[src/rtl/onehot_encoder_pipe.sv]
// rtl/onehot_encoder_pipe.sv - registered one-hot to binary encoder with backpressure and error counter
// Optional build macro: ENC_PRIORITY_EN (multi-hot codes resolve to the lowest set index instead of erroring)
module onehot_encoder_pipe #(
    parameter int N  = 8,
    parameter int CW = 4,
    localparam int IW = $clog2(N)
) (
    input  logic          clk,
    input  logic          rst_n,
    input  logic          in_valid,
    output logic          in_ready,
    input  logic [N-1:0]  in_code,
    output logic          out_valid,
    input  logic          out_ready,
    output logic [IW-1:0] out_idx,
    output logic          out_err,
    output logic [CW-1:0] err_cnt,
    input  logic          cnt_clr
);

    typedef enum logic {
        S_EMPTY = 1'b0,
        S_FULL  = 1'b1
    } state_t;

    state_t          r_state;
    state_t          w_state_nxt;
    logic            w_accept;
    logic            w_deliver;
    logic            w_zero;
    logic            w_multi;
    logic [IW-1:0]   w_low_idx;
    logic [IW-1:0]   w_idx;
    logic            w_err;
    logic [IW-1:0]   r_idx;
    logic            r_err;
    logic [CW-1:0]   r_cnt;

    localparam logic [CW-1:0] CNT_MAX = {CW{1'b1}};
    localparam logic [N-1:0]  ONE_N   = {{(N-1){1'b0}}, 1'b1};

    // Output register occupancy
    always_ff @(posedge clk or negedge rst_n) begin
        if (!rst_n) begin
            r_state <= S_EMPTY;
        end else begin
            r_state <= w_state_nxt;
        end
    end

    // Handshake decode and next occupancy; a full register only frees up when the consumer takes it
    always_comb begin
        in_ready    = 1'b1;
        w_state_nxt = r_state;
        out_valid   = 1'b0;
        case (r_state)
            S_EMPTY: begin
                in_ready  = 1'b1;
                out_valid = 1'b0;
            end
            S_FULL: begin
                in_ready  = out_ready;
                out_valid = 1'b1;
            end
            default: begin
                in_ready  = 1'b1;
                out_valid = 1'b0;
            end
        endcase
        w_accept  = in_valid && in_ready;
        w_deliver = out_valid && out_ready;
        if (w_accept) begin
            w_state_nxt = S_FULL;
        end else if (w_deliver) begin
            w_state_nxt = S_EMPTY;
        end
    end

    // Lowest set bit index: scanning downward lets the lowest hit win
    always_comb begin
        w_low_idx = '0;
        for (int i = N - 1; i >= 0; i--) begin
            if (in_code[i]) begin
                w_low_idx = IW'(i);
            end
        end
    end

    assign w_zero  = (in_code == '0);
    // Clearing the lowest set bit leaves something behind only for multi-hot codes
    assign w_multi = |(in_code & (in_code - ONE_N));

    // Code classification; all-zero is an error in every build
    always_comb begin
        w_idx = w_low_idx;
        w_err = 1'b0;
        if (w_zero) begin
            w_idx = '0;
            w_err = 1'b1;
        end
`ifdef ENC_PRIORITY_EN
        else if (w_multi) begin
            w_idx = w_low_idx;
            w_err = 1'b0;
        end
`else
        else if (w_multi) begin
            w_idx = '0;
            w_err = 1'b1;
        end
`endif
    end

    // Result register: loads only on accept, otherwise holds through backpressure
    always_ff @(posedge clk or negedge rst_n) begin
        if (!rst_n) begin
            r_idx <= '0;
            r_err <= 1'b0;
        end else if (w_accept) begin
            r_idx <= w_idx;
            r_err <= w_err;
        end
    end

    // Saturating error counter; clear beats a same-cycle increment
    always_ff @(posedge clk or negedge rst_n) begin
        if (!rst_n) begin
            r_cnt <= '0;
        end else if (cnt_clr) begin
            r_cnt <= '0;
        end else if (w_accept && w_err && (r_cnt != CNT_MAX)) begin
            r_cnt <= r_cnt + 1'b1;
        end
    end

    assign out_idx = r_idx;
    assign out_err = r_err;
    assign err_cnt = r_cnt;

endmodule

[config.mk]
export PLATFORM = sky130hd
export DESIGN_NAME = onehot_encoder_pipe
export DESIGN_NICKNAME = d
export VERILOG_FILES = /design/src/rtl/onehot_encoder_pipe.sv
export SDC_FILE = /design/constraint.sdc
export NUM_CORES = 1
export LEC_CHECK = 0
export CORE_ASPECT_RATIO = 1.2
export CORE_MARGIN = 1.5
export CORE_UTILIZATION = 25
export CTS_BUF_LIST = sky130_fd_sc_hd__clkbuf_4 sky130_fd_sc_hd__clkbuf_8
export CTS_CLUSTER_DIAMETER = 200
export DETAILED_ROUTE_END_ITERATION = 8
export PLACE_DENSITY = 0.48
export SLEW_MARGIN = 10
export SYNTH_ARGS = -nofsm -noshare
export SYNTH_HDL_FRONTEND = slang
export SYNTH_SLANG_ARGS = --single-unit
[constraint.sdc]
create_clock -name clk -period 1.8 [get_ports clk]
set_input_delay 0.36 -clock clk [delete_from_list [all_inputs] [get_ports clk]]
set_output_delay 0.36 -clock clk [all_outputs]
set_load 0.03 [all_outputs]
== After elaboration in Yosys (flattened, before gate mapping) ==
Cells that the tools add are included.

* Reduce and logical (&&, ||, !) cells: 8
* $add $sub $neg: 2
* Bitwise logic cells: 2
* Multiplexer cells: 18
* Equality and inequality tests: 1

{| class="wikitable"
|+ Operators with widths
! kind !! number
|-
| 2-to-1 mux 3 bit || 10
|-
| bitwise AND 8 bit || 1
|-
| logical NOT 8 bit || 1
|-
| 2-to-1 mux 4 bit || 2
|-
| OR reduction 8 bit || 1
|-
| subtractor 8 x 1 -> 8 bit, second input constant || 1
|-
| adder 4 x 1 -> 4 bit, second input constant || 1
|-
| logical AND 1 bit || 4
|-
| 2-to-1 mux 1 bit || 4
|-
| != test 4 bit, second input constant || 1
|-
| one-hot mux 1 bit (2 select lines) || 2
|-
| nonzero test 2 bit || 2
|-
| inverter 1 bit || 1
|}

* Input port bits: 13
* Word-level logic and storage cells: 35
* Flip-flop bits (word level): 9

== Logic depth before layout (Yosys ltp) ==
* Depth after elaboration: 10
* Gate-level depth with buffers: 6

== Least setup slack after synthesis ==
No wires, ideal clock.

* Path kind: input to register
* Start: input in_code[3]
* End: register r_idx[0], in the netlist out_idx[0]
* Cell stages on the path: 6
* Buffers on the path: 1
* Arrival time: 1857 ps
* Path slack: -178 ps
* Required time: 1678 ps
* Path through: or4_4 -> and3_1 -> or3_1 -> buf_6 -> nor2b_4 -> a32o_1

* Word-level cells in the longest chain between the ends: 6
* Elaborated cells between the ends (all ways): 10
* Classes of those cells: add/sub (1); mux (6); bitwise (1); reduce/logical (2)

{| class="wikitable"
|+ Ends and longest elaborated chain
! item !! RTL line !! text
|-
| from (decl) || 12 || <nowiki>input logic [N-1:0] in_code,</nowiki>
|-
| parallel branches: the longest is 5 deep, another holds subtractor 8 x 1 -> 8 bit || n/a ||
|-
| 2-to-1 mux 3 bit (*) || 97 || <nowiki>if (w_zero) begin</nowiki>
|-
| to (signal assigned) || 120 || <nowiki>r_idx <= w_idx;</nowiki>
|-
| to (decl) || 35 || <nowiki>logic [IW-1:0] r_idx;</nowiki>
|}

Every way passes the cells marked *.
A chain may end at the register's enable or synchronous reset.

== Final worst setup path ==
* Start: input in_code[2]
* End: register r_idx[0], in the netlist out_idx[0]

* Word-level cells in the longest chain between the ends: 5
* Elaborated cells between the ends (all ways): 9
* Classes of those cells: add/sub (1); mux (5); bitwise (1); reduce/logical (2)

{| class="wikitable"
|+ Ends and longest elaborated chain
! item !! RTL line !! text
|-
| subtractor 8 x 1 -> 8 bit or 2-to-1 mux 3 bit (tied branches) || 91, 83 ||
|-
| bitwise AND 8 bit or 2-to-1 mux 3 bit (tied branches) || 91, 83 ||
|-
| OR reduction 8 bit or 2-to-1 mux 3 bit (tied branches) || 91, 83 ||
|-
| 2-to-1 mux 3 bit || 107 || <nowiki>else if (w_multi) begin</nowiki>
|-
| 2-to-1 mux 3 bit (*) || 97 ||
|}

Every way passes the cells marked *; elsewhere a longest branch is shown, timed or not.

==> flow_summary.yaml <==
power_and_ir_drop:
  share_seq_of_total_power: 0.378
  p_leak_nw: 0.488
  switching_share: 0.319
  powerDensity_nw_per_um2: 558
  p_comb_frac: 0.338
  clkPwrFrac: 0.284
  ir_worst_vdd_mv: 0.220
  p_switching_uw: 194
  p_int_uw: 415
  power_uw: 610
worst_setup_path:
  critical_path_required_ns: 1.94
  worstSetupEndpointType: "register"
  setup.worst_path.class: "primary input to register"
  crit_fanout: 3
  slowest_stage: "or4_4"
  max_stage_delay_ns: 0.55
  critPathTopFamily: "simple AND/OR/NAND/NOR gates"
  cp_cell_sequence: "buf_6 -> or4_4 -> and3_4 -> or3_4 -> nor2b_4 -> a32o_1"
  path_buf_inv: 1
  critPathLaunchType: "primary input"
  critPathArrivalTime_ns: 1.90
global_route:
  grt_max_degree: 11
  track_usage: 0.144
  first_global_vias: 702
  antenna_found_initial: 0
  grt_first_pass_wirelength_um: 3150
  grt.overflow.total: 0
detailed_routing:
  post_drt_wl_per_cell_um: 12.5
  drtIter0Drc: 9
  dr_total_vias: 718
  dr.pass1.iters: 4
  viasPerCell: 4.88
  drt_drc_violations_left: 0
  drtAntennaViolNets: 0
  drt-total-wl_um: 1840
cts:
  clock_latency_ns: 0.26
  cts_hold_buffers: 0
  cts.htree.levels: 1
  path_clk_slew_ns: 0.07
  cts_buffer_depth: 2
  clockRootBuffer: "clkbuf_4"
  cts_tree: "done"
  cts.sinks: 9
  cts_made_buffers: 3
sta:
  slew_headroom: 0.679
  hold_violations: 0
  report.final.slew_viol_count: 0
  rsz0062_at_grt: "yes"
  finalSetupViolCount: 0
  hold_ws_ns: 0.401
  min_period_ns: 1.76
  tightest_slew_ns: 0.482
  setup_ws_ns: 0.0406
  max_freq_ghz: 0.568
  fin_crit_sh: 0.977
  skew_ns: 0.00663
die:
  dieArea_um2: 2950
  core-area_um2: 2530
  num_io_pins: 23
  start_util: 0.260
  num_rows: 20
  chipHeight_um: 59.2
  die_x_um: 49.8
layout:
  layout-drive-gt1-share: 0.281
  area_growth_pct: 66.0
  n_antenna_cell: 0
  layout.nets: 129
  fill_cells: 253
yosys:
  synthesis.area_um2: 658
  ys_seq_area_frac: 0.342
  synth_cell_types: 34
  synth_area_per_cell_um2: 8.89
  synth_cells: 74
  syn_nets: 88
  synth-seq-cells: 9
  yosys_warnings: 0
status:
  outcome: "complete, no violations"
hold_path:
  min_path_type: "primary input to asynchronous set/reset pin"
placement:
  dp_slack_ns: -0.557
  hpwl_um: 1330
  place_congestion: 0.759
  portBuffers: 22
job:
  cap_violations: 0
## final timing paths
| check | start | to | slack, ns | cells after the start |
|---|---|---|---|---|
| setup reg to reg | err_cnt[0] | err_cnt[1] | 0.28 | 6 |
| min in group clk | out_err | out_err | 0.50 | 2 |
| max in group asynchronous | rst_n | out_idx[0] | 1.10 | 1 |
| hold reg to reg | out_err | out_err | 0.50 | 2 |
| setup / recovery | in_code[2] | out_idx[0] | 0.04 | 6 |
| hold / removal | rst_n | err_cnt[1] | 0.40 | 1 |
## sequential cells by signal, summed over array words and instances, names as in the netlist
name	flops
err_cnt	4
out_err	1
out_idx	3
r_state	1
## through the flow
step / setup TNS, ns / util / instances / area, um^2
4_1_cts: 0 / 0.421 / 147 / 1060
3_5_place_dp: -3.82 / 0.399 / 141 / 1010
5_1_grt: -0.0351 / 0.432 / 147 / 1090
3_3_place_gp: -3.84 / 0.399 / 141 / 1010
6_report: 0 / 0.432 / 147 / 1090
2_1_floorplan: -0.293 / - / 74 / 658
## final cells by class
cell class / instances / area, um^2 / area share
tap: 33 / 41.3 / 0.0378
inverter: 4 / 15.0 / 0.0137
sequential: 9 / 225 / 0.206
multi-input combinational: 59 / 439 / 0.402
clock buffer: 4 / 30.0 / 0.0275
timing repair buffer: 38 / 342 / 0.313
## worst register-to-register path, cell delays in order, from the launching register on
cell	delay [ns]
dfrtp_1	0.43
ha_1	0.24
nand3_1	0.07
nand3_1	0.21
nor3b_1	0.33
a32oi_1	0.09
nand2_1	0.09
## layer usage
metal  wire [um]  vias up  GRT usage
li1            -      364          -
met5           0        -          0
met3          86        2     0.0303
met1         804      333      0.162
met2         933       19      0.251
met4          18        0     0.0833
## cell usage after synthesis
master | count | area [um^2]
nor3_1 | 3 | 15.0
o21ai_2 | 1 | 8.76
o211ai_1 | 1 | 7.51
a32oi_1 | 1 | 8.76
buf_1 | 1 | 3.75
o41ai_1 | 1 | 8.76
nand2_1 | 8 | 30.0
nor2b_1 | 2 | 12.5
o21ai_0 | 1 | 5.00
ha_1 | 1 | 12.5
a21oi_1 | 3 | 15.0
buf_6 | 1 | 11.3
nand2b_1 | 2 | 12.5
o32a_1 | 1 | 10.0
a22o_2 | 1 | 10.0
or4_4 | 1 | 11.3
a211oi_1 | 2 | 15.0
nand3_1 | 4 | 20.0
a32o_1 | 1 | 10.0
nor4_1 | 4 | 25.0
mux2i_1 | 4 | 40.0
nor2b_4 | 1 | 13.8
xor2_1 | 1 | 8.76
o211a_1 | 1 | 10.0
inv_1 | 4 | 15.0
and3_1 | 1 | 6.26
a2111oi_0 | 1 | 8.76
nor3b_1 | 4 | 30.0
a22oi_1 | 1 | 7.51
o31ai_1 | 1 | 7.51
or2b_1 | 2 | 15.0
dfrtp_1 | 9 | 225
or3_1 | 1 | 6.26
nor2_1 | 3 | 11.3
## what timing repair did
| action | in CTS | in global routing |
|---|---|---|
| buffers inserted | 2 | 0 |
| pin swaps | 4 | 1 |
| endpoints found under the setup margin | 7 | 7 |
| gates resized for setup | 24 | 6 |
| endpoints found under the hold margin | 0 | 0 |
## cell usage in the layout, fill, tap and decap left out, types with 3 or more instances in the layout
cell type and instances:
a21oi_1 3, buf_4 14, buf_6 4, clkbuf_4 4, clkdlybuf4s50_1 12, dfrtp_1 9, dlygate4sd2_1 3, inv_1 4
mux2i_1 4, nand2_1 8, nand3_1 4, nor3_1 3, nor3b_1 4, nor4_1 4
## cells by family (layout without fill, tap and decap cells)
| group | count (synthesis) | after routing | synth area share |
|---|---|---|---|
| simple gates | 36 | 36 | 0.317 |
| xor+xnor | 1 | 1 | 0.0133 |
| fa+ha+maj | 1 | 1 | 0.0190 |
| buf+inv | 6 | 46 | 0.0456 |
| mux | 4 | 4 | 0.0608 |
| compound gates | 17 | 17 | 0.202 |
| flops | 9 | 9 | 0.342 |
## power groups by stage
stage | clock [mW] | sequential, mW | combinational [mW]
floorplan | 0 | 0.259 | 0.0675
global placement | 0 | 0.233 | 0.199
finish | 0.173 | 0.231 | 0.206
global route | 0.198 | 0.232 | 0.223
CTS | 0.183 | 0.230 | 0.201
detailed placement | 0 | 0.234 | 0.200
No activity file was read; power rests on OpenSTA's default activity.
